**config.mk**
```make
export PLATFORM = sky130hd
export DESIGN_NAME = pio_uart_rx_host_flat
export DESIGN_NICKNAME = d
export VERILOG_FILES = /design/src/rtl/pio_uart_rx_host_if.sv /design/src/rtl/pio_uart_rx_host.sv /design/src/flat_wrapper.sv
export SDC_FILE = /design/constraint.sdc
export NUM_CORES = 1
export LEC_CHECK = 0
export CORE_MARGIN = 2
export CORE_UTILIZATION = 45
export DETAILED_ROUTE_END_ITERATION = 8
export GPL_TIMING_DRIVEN = 0
export HOLD_SLACK_MARGIN = 0.05
export PLACE_DENSITY = 0.77
export SLEW_MARGIN = 5
export SYNTH_ARGS = -nofsm -noshare
export SYNTH_HDL_FRONTEND = slang
export SYNTH_SLANG_ARGS = --single-unit
```
**constraint.sdc**
```tcl
create_clock -name clk -period 7.17 [get_ports clk]
set_clock_uncertainty 0.2 [all_clocks]
set_input_delay 1.7925 -clock clk [delete_from_list [all_inputs] [get_ports clk]]
set_output_delay 1.7925 -clock clk [all_outputs]
set_load 0.02 [all_outputs]
```
**src/rtl/pio_uart_rx_host_if.sv**
```systemverilog
// Byte stream from the RX host: head byte, valid, and consumer ready.
// master drives byte_data/byte_valid; slave drives byte_ready.
interface pio_uart_rx_host_if;
  logic [7:0] byte_data;
  logic       byte_valid;
  logic       byte_ready;

  modport master (
    output byte_data,
    output byte_valid,
    input  byte_ready
  );

  modport slave (
    input  byte_data,
    input  byte_valid,
    output byte_ready
  );
endinterface

```
**src/rtl/pio_uart_rx_host.sv**
```systemverilog
// pio_uart_rx_host: loads a PIO program and config words, then pulls RX
// words from machine SM and queues the received bytes in a 4-deep FWFT.
// Ports: clk, reset (sync, high); pio_din/index/action/mindex to PIO;
// pio_dout, pio_rx_empty from PIO; rx byte stream; running; stall_cnt.
// PROG_IMAGE packs 32 x 16-bit words (word p at [16p+:16]);
// CONF_IMAGE packs 32 x 36-bit words {action, data} (word c at [36c+:36]).
module pio_uart_rx_host #(
  parameter logic [511:0]  PROG_IMAGE = '0,
  parameter logic [1151:0] CONF_IMAGE = '0,
  parameter int            CONF_LEN   = 6,
  parameter int            SM         = 0,
  parameter int            BYTE_LSB   = 24,
  parameter logic [3:0]    PULL_ACT   = 4'd5
) (
  input  logic               clk,
  input  logic               reset,
  output logic [31:0]        pio_din,
  output logic [4:0]         pio_index,
  output logic [3:0]         pio_action,
  output logic [1:0]         pio_mindex,
  input  logic [31:0]        pio_dout,
  input  logic [3:0]         pio_rx_empty,
  pio_uart_rx_host_if.master rx,
  output logic               running,
  output logic [7:0]         stall_cnt
);
  localparam logic [5:0] CLEN = 6'(CONF_LEN);

  typedef enum logic [2:0] {
    S_LOAD,
    S_CONF,
    S_POLL,
    S_PULL,
    S_WAIT,
    S_CAPT
  } state_t;

  state_t      state_q, state_d;
  logic [4:0]  p_q, p_d;
  logic [5:0]  c_q, c_d;
  logic [31:0] din_q, din_d;
  logic [4:0]  idx_q, idx_d;
  logic [3:0]  act_q, act_d;
  logic        run_q, run_d;
  logic [7:0]  stl_q, stl_d;

  logic [7:0]  mem_q [4];
  logic [1:0]  wp_q, wp_d;
  logic [1:0]  rp_q, rp_d;
  logic [2:0]  cnt_q, cnt_d;
  logic        vld_q, vld_d;
  logic [7:0]  hd_q, hd_d;
  logic        wr, rd;
  logic [7:0]  wbyte;
  logic [35:0] conf_w;
  logic        pending;
  logic        unused_in;

  assign wbyte     = pio_dout[BYTE_LSB +: 8];
  assign conf_w    = CONF_IMAGE[36 * c_q[4:0] +: 36];
  assign pending   = ~pio_rx_empty[SM];
  assign unused_in = ^{pio_dout, pio_rx_empty};

  always_comb begin
    state_d = state_q;
    p_d     = p_q;
    c_d     = c_q;
    din_d   = din_q;
    idx_d   = idx_q;
    act_d   = 4'd0;
    run_d   = run_q;
    stl_d   = stl_q;
    wr      = 1'b0;
    unique case (state_q)
      S_LOAD: begin
        act_d = 4'd1;
        idx_d = p_q;
        din_d = {16'b0, PROG_IMAGE[{p_q, 4'b0} +: 16]};
        p_d   = p_q + 5'd1;
        if (p_q == 5'd31) state_d = S_CONF;
      end
      S_CONF: begin
        if (c_q == CLEN) begin
          run_d   = 1'b1;
          state_d = S_POLL;
        end else begin
          act_d = conf_w[35:32];
          din_d = conf_w[31:0];
          c_d   = c_q + 6'd1;
        end
      end
      S_POLL: begin
        if (pending) begin
          if (cnt_q != 3'd4) begin
            act_d   = PULL_ACT;
            state_d = S_PULL;
          end else if (stl_q != 8'hff) begin
            stl_d = stl_q + 8'd1;
          end
        end
      end
      // PIO executes the pull at the end of this cycle; WAIT lets
      // dout and rx_empty settle before they are used.
      S_PULL: state_d = S_WAIT;
      S_WAIT: state_d = S_CAPT;
      S_CAPT: begin
        wr      = 1'b1;
        state_d = S_POLL;
      end
      default: state_d = S_LOAD;
    endcase

    rd    = vld_q & rx.byte_ready;
    cnt_d = cnt_q + 3'(wr) - 3'(rd);
    wp_d  = wp_q + 2'(wr);
    rp_d  = rp_q + 2'(rd);
    vld_d = (cnt_d != 3'd0);
    // Registered head: bypass the incoming byte when it lands on the
    // slot that becomes the head; hold the last byte when empty.
    hd_d = hd_q;
    if (vld_d) begin
      if (wr && (wp_q == rp_d)) hd_d = wbyte;
      else                      hd_d = mem_q[rp_d];
    end
  end

  always_ff @(posedge clk) begin
    if (reset) begin
      state_q <= S_LOAD;
      p_q     <= 5'd0;
      c_q     <= 6'd0;
      din_q   <= 32'd0;
      idx_q   <= 5'd0;
      act_q   <= 4'd0;
      run_q   <= 1'b0;
      stl_q   <= 8'd0;
      wp_q    <= 2'd0;
      rp_q    <= 2'd0;
      cnt_q   <= 3'd0;
      vld_q   <= 1'b0;
      hd_q    <= 8'd0;
    end else begin
      state_q <= state_d;
      p_q     <= p_d;
      c_q     <= c_d;
      din_q   <= din_d;
      idx_q   <= idx_d;
      act_q   <= act_d;
      run_q   <= run_d;
      stl_q   <= stl_d;
      wp_q    <= wp_d;
      rp_q    <= rp_d;
      cnt_q   <= cnt_d;
      vld_q   <= vld_d;
      hd_q    <= hd_d;
    end
  end

  always_ff @(posedge clk) begin
    if (wr) mem_q[wp_q] <= wbyte;
  end

  assign pio_din       = din_q;
  assign pio_index     = idx_q;
  assign pio_action    = act_q;
  assign pio_mindex    = 2'(SM);
  assign running       = run_q;
  assign stall_cnt     = stl_q;
  assign rx.byte_data  = hd_q;
  assign rx.byte_valid = vld_q;
endmodule
```
**src/flat_wrapper.sv**
```systemverilog
// flat-port wrapper written by rule: the top's interface ports become plain ports
module pio_uart_rx_host_flat 
#(
  parameter logic [511:0]  PROG_IMAGE = '0,
  parameter logic [1151:0] CONF_IMAGE = '0,
  parameter int            CONF_LEN   = 6,
  parameter int            SM         = 0,
  parameter int            BYTE_LSB   = 24,
  parameter logic [3:0]    PULL_ACT   = 4'd5
)
  (clk, reset, pio_din, pio_index, pio_action, pio_mindex, pio_dout, pio_rx_empty, running, stall_cnt, rx_byte_data, rx_byte_valid, rx_byte_ready);
  pio_uart_rx_host_if rx_i ();
  input  logic clk;
  input  logic reset;
  output logic [31:0] pio_din;
  output logic [4:0] pio_index;
  output logic [3:0] pio_action;
  output logic [1:0] pio_mindex;
  input  logic [31:0] pio_dout;
  input  logic [3:0] pio_rx_empty;
  output logic running;
  output logic [7:0] stall_cnt;
  output wire logic [$bits(rx_i.byte_data)-1:0] rx_byte_data;
  output wire logic [$bits(rx_i.byte_valid)-1:0] rx_byte_valid;
  input wire logic [$bits(rx_i.byte_ready)-1:0] rx_byte_ready;
  assign rx_byte_data = rx_i.byte_data;
  assign rx_byte_valid = rx_i.byte_valid;
  assign rx_i.byte_ready = rx_byte_ready;
  pio_uart_rx_host #(.PROG_IMAGE(PROG_IMAGE), .CONF_IMAGE(CONF_IMAGE), .CONF_LEN(CONF_LEN), .SM(SM), .BYTE_LSB(BYTE_LSB), .PULL_ACT(PULL_ACT)) u_core (.clk(clk), .reset(reset), .pio_din(pio_din), .pio_index(pio_index), .pio_action(pio_action), .pio_mindex(pio_mindex), .pio_dout(pio_dout), .pio_rx_empty(pio_rx_empty), .rx(rx_i), .running(running), .stall_cnt(stall_cnt));
endmodule
```
After elaboration in Yosys (flattened, before gate mapping). Memory sizes are Yosys's and may differ from the RTL's. A register that Yosys moved wholly into a read port is not among the register bits. Cells that the tools add are included.

Memories: 1. Flip-flop bits (word level): 72. Logic and storage cells: 63. Output and inout bits: 61. RAM bits: 32.

Memories: u_core.mem_q (words 4, width 8, read ports 1, clocked after memory_dff 1, wr ports 1, RTL line pio_uart_rx_host.sv:47) `logic [7:0] mem_q [4];`.

Reductions and logical operators: 8. Multiplexer cells: 14. Bitwise logic cells: 4. $add $sub $neg: 7. Multipliers: 1. Eq/ne operators: 14. Shifts and indexed selects: 2.

Operators with widths (count): 1152-bit by 12-bit variable part select with 36-bit output, first input constant (1); 512-bit by 10-bit variable part select with 16-bit output, first input constant (1); 32-bit case mux with 2 select lines (1); 32-bit 2-to-1 mux (1); 3-bit case mux with 6 select lines (1); 3-bit 2-to-1 mux (5); 4-bit case mux with 3 select lines (1); 4-bit by 5-bit multiplier with 9-bit output, first input constant (1); 8-bit by 1-bit adder with 8-bit output, second input constant (1); 4-bit 2-to-1 mux (2); 8-bit != test, second input constant (1); 4-bit AND reduction (2); 6-bit by 1-bit adder with 6-bit output, second input constant (1); 3-bit by 2-bit == test with 1-bit output, second input constant (2); 3-bit == test, second input constant (2); 6-bit by 3-bit == test with 1-bit output, second input constant (1); 2-bit by 1-bit != test with 1-bit output, second input constant (3); 2-bit AND reduction (3); 5-bit by 1-bit adder with 5-bit output, second input constant (1); 5-bit == test, second input constant (1); 2-bit by 1-bit adder with 2-bit output (2); 2-bit != test, second input constant (2); 3-bit by 1-bit adder with 3-bit output (1); 3-bit by 1-bit == test with 1-bit output, second input constant (1); other kinds (8) (12).

Logic depth before layout (Yosys ltp). Gate-level depths: netlist of the first run.

Depth in word-level cells: 5. Mapped depth: 13. Gate-level depth less buffers: 10.

Least setup slack after synthesis of the first run. No wires, ideal clock.

Kind: input -> register. From: input rx_byte_ready. To: register u_core.hd_q[4], in the netlist u_core.rx.byte_data[4] (read register of u_core.mem_q). Required time: 6.875 ns. Path buffers: 2. Cell stages on the path: 12. Setup slack: 3.127 ns. Library setup time: 0.095 ns. Arrival: 3.747 ns. Path through: and2_1 > ha_1 > inv_1 > ha_1 > inv_1 > fa_1 > xnor3_1 > and3b_1 > buf_2 > buf_2 > a21oi_1 > a221oi_1.

Longest elaborated chain between the ends: 3. Elaborated cells on any way between the ends: 4.

RTL lines: start: declaration (RTL line flat_wrapper.sv:25) `input wire logic [$bits(rx_i.byte_ready)-1:0] rx_byte_ready;`; 1-bit bitwise AND (*) (RTL line pio_uart_rx_host.sv:113) `rd = vld_q & rx.byte_ready;`; 3-bit by 1-bit subtractor with 3-bit output (RTL line pio_uart_rx_host.sv:114) `cnt_d = cnt_q + 3'(wr) - 3'(rd);`; 3-bit nonzero test (RTL line pio_uart_rx_host.sv:117) `vld_d = (cnt_d != 3'd0);`; end: declaration (RTL line pio_uart_rx_host.sv:52) `logic [7:0] hd_q, hd_d;`.

Every way passes the cells marked *; elsewhere a longest branch is shown, timed or not. A chain may end at the register's enable or synchronous reset.

Final worst setup path of the first run. Same ends and word-level chain as after synthesis.

==> metrics, run 1 <==
RSZ-0062 raised after global routing false; DRC viols 0; fill cell count 640; power share of the sequential group 0.444; total power 1.15 mW; Final Hold Viols 0; # nets final 450; Slew @ Worst Pin 0.996 ns; clock latency on the worst-skew pair 0.33 ns; PwrDens 263 mW/mm^2; via count 2469; sw frac 0.296; ratio of cells with drive above 1 in the final layout 0.163; hold buffers post-CTS 0; Die H 93.0 um; Hold WC Path Type reg2reg; Mapped Area 0.00356 mm^2; port bufs 35; initial antenna violation count 0; YS warnings 0; CTS tree yes; GR met1 Demand/Resource 0.205; DR WL/cell 13.6 um; Syn Area/Cell 11.1 um^2; gr ovfl total 0; Worst VDD drop 0.107 mV; Switch Pwr 0.340 mW; total length of routed wires 6.93 mm; Detailed Route Iter0 Violations 133; initial core utilization 0.464; HPWL reported at the end of detailed placement 4.82 mm; max cap viols 0; largest net degree at the start of global routing 13; post_cts resized 0; H-tree depth 3; CP required 7.22 ns; clock sinks 78; CTS Buf Count 9; Setup crit start kind primary input; vias in the first global route 2269; outcome finished, final reports clean; number of diodes 0; Critical Path Sink Type flip-flop; WP data arrival 4.46 ns; core area 0.00769 mm^2; Die Wd 93.0 um; Synth Register Bits 78; setup_tns 0 ns; Pint 0.811 mW; worst setup margin 2.75 ns; Final Cycle Share 0.616; Rows 32; critical path class in2reg; Final Setup Violations 0; I/O pin cnt 100; met2 GRT Util 0.275; Final Slew Violations 0; GRT Max-Usage Layer met2; Critical Path Fanout Max 10; Post-CTS Setup Inserts 0; clock buffer depth 2; f_max 226 MHz; GP Congestion 0.790; placed instance area 0.00417 mm^2; relative slew slack 0.334; Reg clk slew, reported paths 0.08 ns; Root Buffer clkbuf_8; logic gate share of total power 0.279; first-pass GRT wire length 11.1 mm; DRT Pass-1 Iters 4; Area growth syn-to-layout 22.8%; Static Leak 1.76 nW; Routed Antenna Nets 0; M3 GR Usage 0.0395; crit path time final 4.42 ns; vias per cell 4.86; die area 0.00865 mm^2; Post-Place Worst Slack 2.40 ns; Total Routing Usage GR 0.165; post-route cell area 0.00437 mm^2; Clk pwr share 0.277; Synth cell types 45; Synth Instances 320; post-synthesis sequential area ratio 0.528
synthesized netlist by cell type, drive strengths merged:
cell     number  area share
nand3         4      0.0056
ha            9       0.032
nand2        32       0.034
nor4          2      0.0035
nand3b        1      0.0021
or2           1      0.0018
nor2         22       0.023
fa            1      0.0056
nor4b         2      0.0067
clkbuf        6      0.0063
xnor2         4      0.0098
o21bai        1      0.0021
buf          43       0.087
edfxtp       32        0.27
xnor3         2       0.013
o21ai         8       0.011
nor3b         3      0.0077
and4          1      0.0025
and2          1      0.0018
xor2          7       0.017
nor2b         5      0.0088
mux2i         3      0.0084
inv          16       0.017
a211oi        1      0.0021
nand4bb       1      0.0032
o211ai        2      0.0042
conb          1      0.0011
mux4          8       0.057
and3b         2      0.0049
nand4         5      0.0088
or3           5      0.0088
or4b          1      0.0039
a21oi        24       0.034
and3          5      0.0088
dfxtp        46        0.26
nor3          4      0.0070
or3b          1      0.0025
a221oi        8       0.020
sequential cells by signal (all words and copies together), names as in the netlist:
signal	count
u_core.state_q	3
u_core.running	1
u_core.pio_index	5
u_core.stall_cnt	8
u_core.rx.byte_data	8
u_core.wp_q	2
u_core.c_q	6
u_core.pio_action	2
u_core.p_q	5
u_core.mem_q	32
u_core.rp_q	2
u_core.cnt_q	3
u_core.rx.byte_valid	1
critical path, cell delays in order:
cell,delay (ns)
clkdlybuf4s50_1,0.39
and2_1,0.16
ha_1,0.29
inv_1,0.05
ha_1,0.14
inv_1,0.06
fa_1,0.39
xnor3_1,0.22
and3b_1,0.16
buf_2,0.21
buf_2,0.29
a21oi_1,0.07
a221oi_1,0.23
final timing paths:
check        depth (start not counted)  slack (ns)                             start                                  end
max                                 13        2.75                     rx_byte_ready  u_core.rx.byte_data[4]$_SDFFE_PP0P_
min reg2reg                          2        0.26  u_core.pio_index[3]$_SDFFE_PP0P_     u_core.pio_index[3]$_SDFFE_PP0P_
min                                  2        0.26  u_core.pio_index[3]$_SDFFE_PP0P_     u_core.pio_index[3]$_SDFFE_PP0P_
max reg2reg                         13        4.15    u_core.state_q[0]$_SDFFE_PP0P_  u_core.rx.byte_data[4]$_SDFFE_PP0P_
routing by layer:
metal | wire length, um | share of wire
met2 | 3450 | 0.50
met5 | 0 | 0
met4 | 104 | 0.015
met1 | 2940 | 0.42
met3 | 436 | 0.063
layout by cell type (no fill, tap or decap), drive strengths merged, types with 3 or more instances in the layout:
master,n
xnor2,4
o21ai,8
nand4,5
edfxtp,32
dfxtp,46
clkbuf,18
nand3,4
buf,43
mux2i,3
nor2,22
a21oi,24
xor2,7
and3,5
inv,16
mux4,8
ha,9
clkdlybuf4s50,35
or3,5
conb,36
nand2,32
nor2b,5
nor3b,3
nor3,4
a221oi,8
metrics by stage:
stage,cells,hold slack (ns),util
2_1_floorplan,355,0.249,-
3_3_place_gp,492,0.247,0.543
3_5_place_dp,492,0.247,0.543
4_1_cts,508,0.257,0.568
5_1_grt,508,0.283,0.569
6_report,508,0.257,0.569
power groups by stage:
stage          Combinational, mW  Sequential [mW]  Clock (mW)
6_report                   0.321            0.511       0.319
5_1_grt                    0.352            0.515       0.345
4_1_cts                    0.321            0.512       0.326
3_5_place_dp               0.321            0.522           0
3_3_place_gp               0.310            0.520           0
2_1_floorplan              0.198            0.544           0
logic make-up (layout without fill, tap and decap cells):
kind of cell	after synthesis	after routing	share of synthesized area
other cells	1	36	0.00105
simple gates	98	98	0.145
fa+ha+maj	10	10	0.0372
xor+xnor	13	13	0.0397
compound gates	44	44	0.0730
mux	11	11	0.0653
buf+inv	65	116	0.111
flops	78	78	0.528
final cells by class:
cell class / instances / area (um^2) / share of cell area
tap: 102 / 128 / 0.0292
inverter: 16 / 60.1 / 0.0137
buffer: 49 / 334 / 0.0764
sequential: 78 / 1880 / 0.430
clock buffer: 12 / 145 / 0.0332
timing repair buffer: 35 / 350 / 0.0801
multi-input combinational: 212 / 1430 / 0.327
clock inverter: 4 / 46.3 / 0.0106
Note: power is estimated with default switching activity, not from simulation.
==> inputs of run 2 (changes only) <==
==> constraint.sdc (replaced) <==
create_clock -name clk -period 4.1 [get_ports clk]
set_clock_uncertainty 0.2 [all_clocks]
set_input_delay 1.025 -clock clk [delete_from_list [all_inputs] [get_ports clk]]
set_output_delay 1.025 -clock clk [all_outputs]
set_load 0.02 [all_outputs]
==> results of run 2 <==
The final DEF is identical to that of run 1. Status: finished, final reports clean.
Main changes from that run: setup slack after placement 2.40 ns -> 0.0968 ns; setup slack after layout 2.75 ns -> 0.452 ns; register-to-register setup slack 4.15 ns -> 1.08 ns; total power 1.15 mW -> 2.01 mW; worst IR drop on VDD 0.107 mV -> 0.187 mV
==> inputs of run 3 (changes only) <==
--- a/config.mk
+++ b/config.mk
@@ -7,9 +7,10 @@
 export LEC_CHECK = 0
 export CORE_MARGIN = 2
 export CORE_UTILIZATION = 45
+export CTS_CLUSTER_SIZE = 40
 export DETAILED_ROUTE_END_ITERATION = 8
 export GPL_TIMING_DRIVEN = 0
-export HOLD_SLACK_MARGIN = 0.05
+export HOLD_SLACK_MARGIN = 0.15
 export PLACE_DENSITY = 0.77
 export SLEW_MARGIN = 5
 export SYNTH_ARGS = -nofsm -noshare
==> results of run 3 <==
The final DEF is identical to that of run 1. Status: finished, final reports clean.
Main changes from that run: setup slack after placement 2.40 ns -> 0.0968 ns; setup slack after layout 2.75 ns -> 0.452 ns; register-to-register setup slack 4.15 ns -> 1.08 ns; total power 1.15 mW -> 2.01 mW; worst IR drop on VDD 0.107 mV -> 0.187 mV
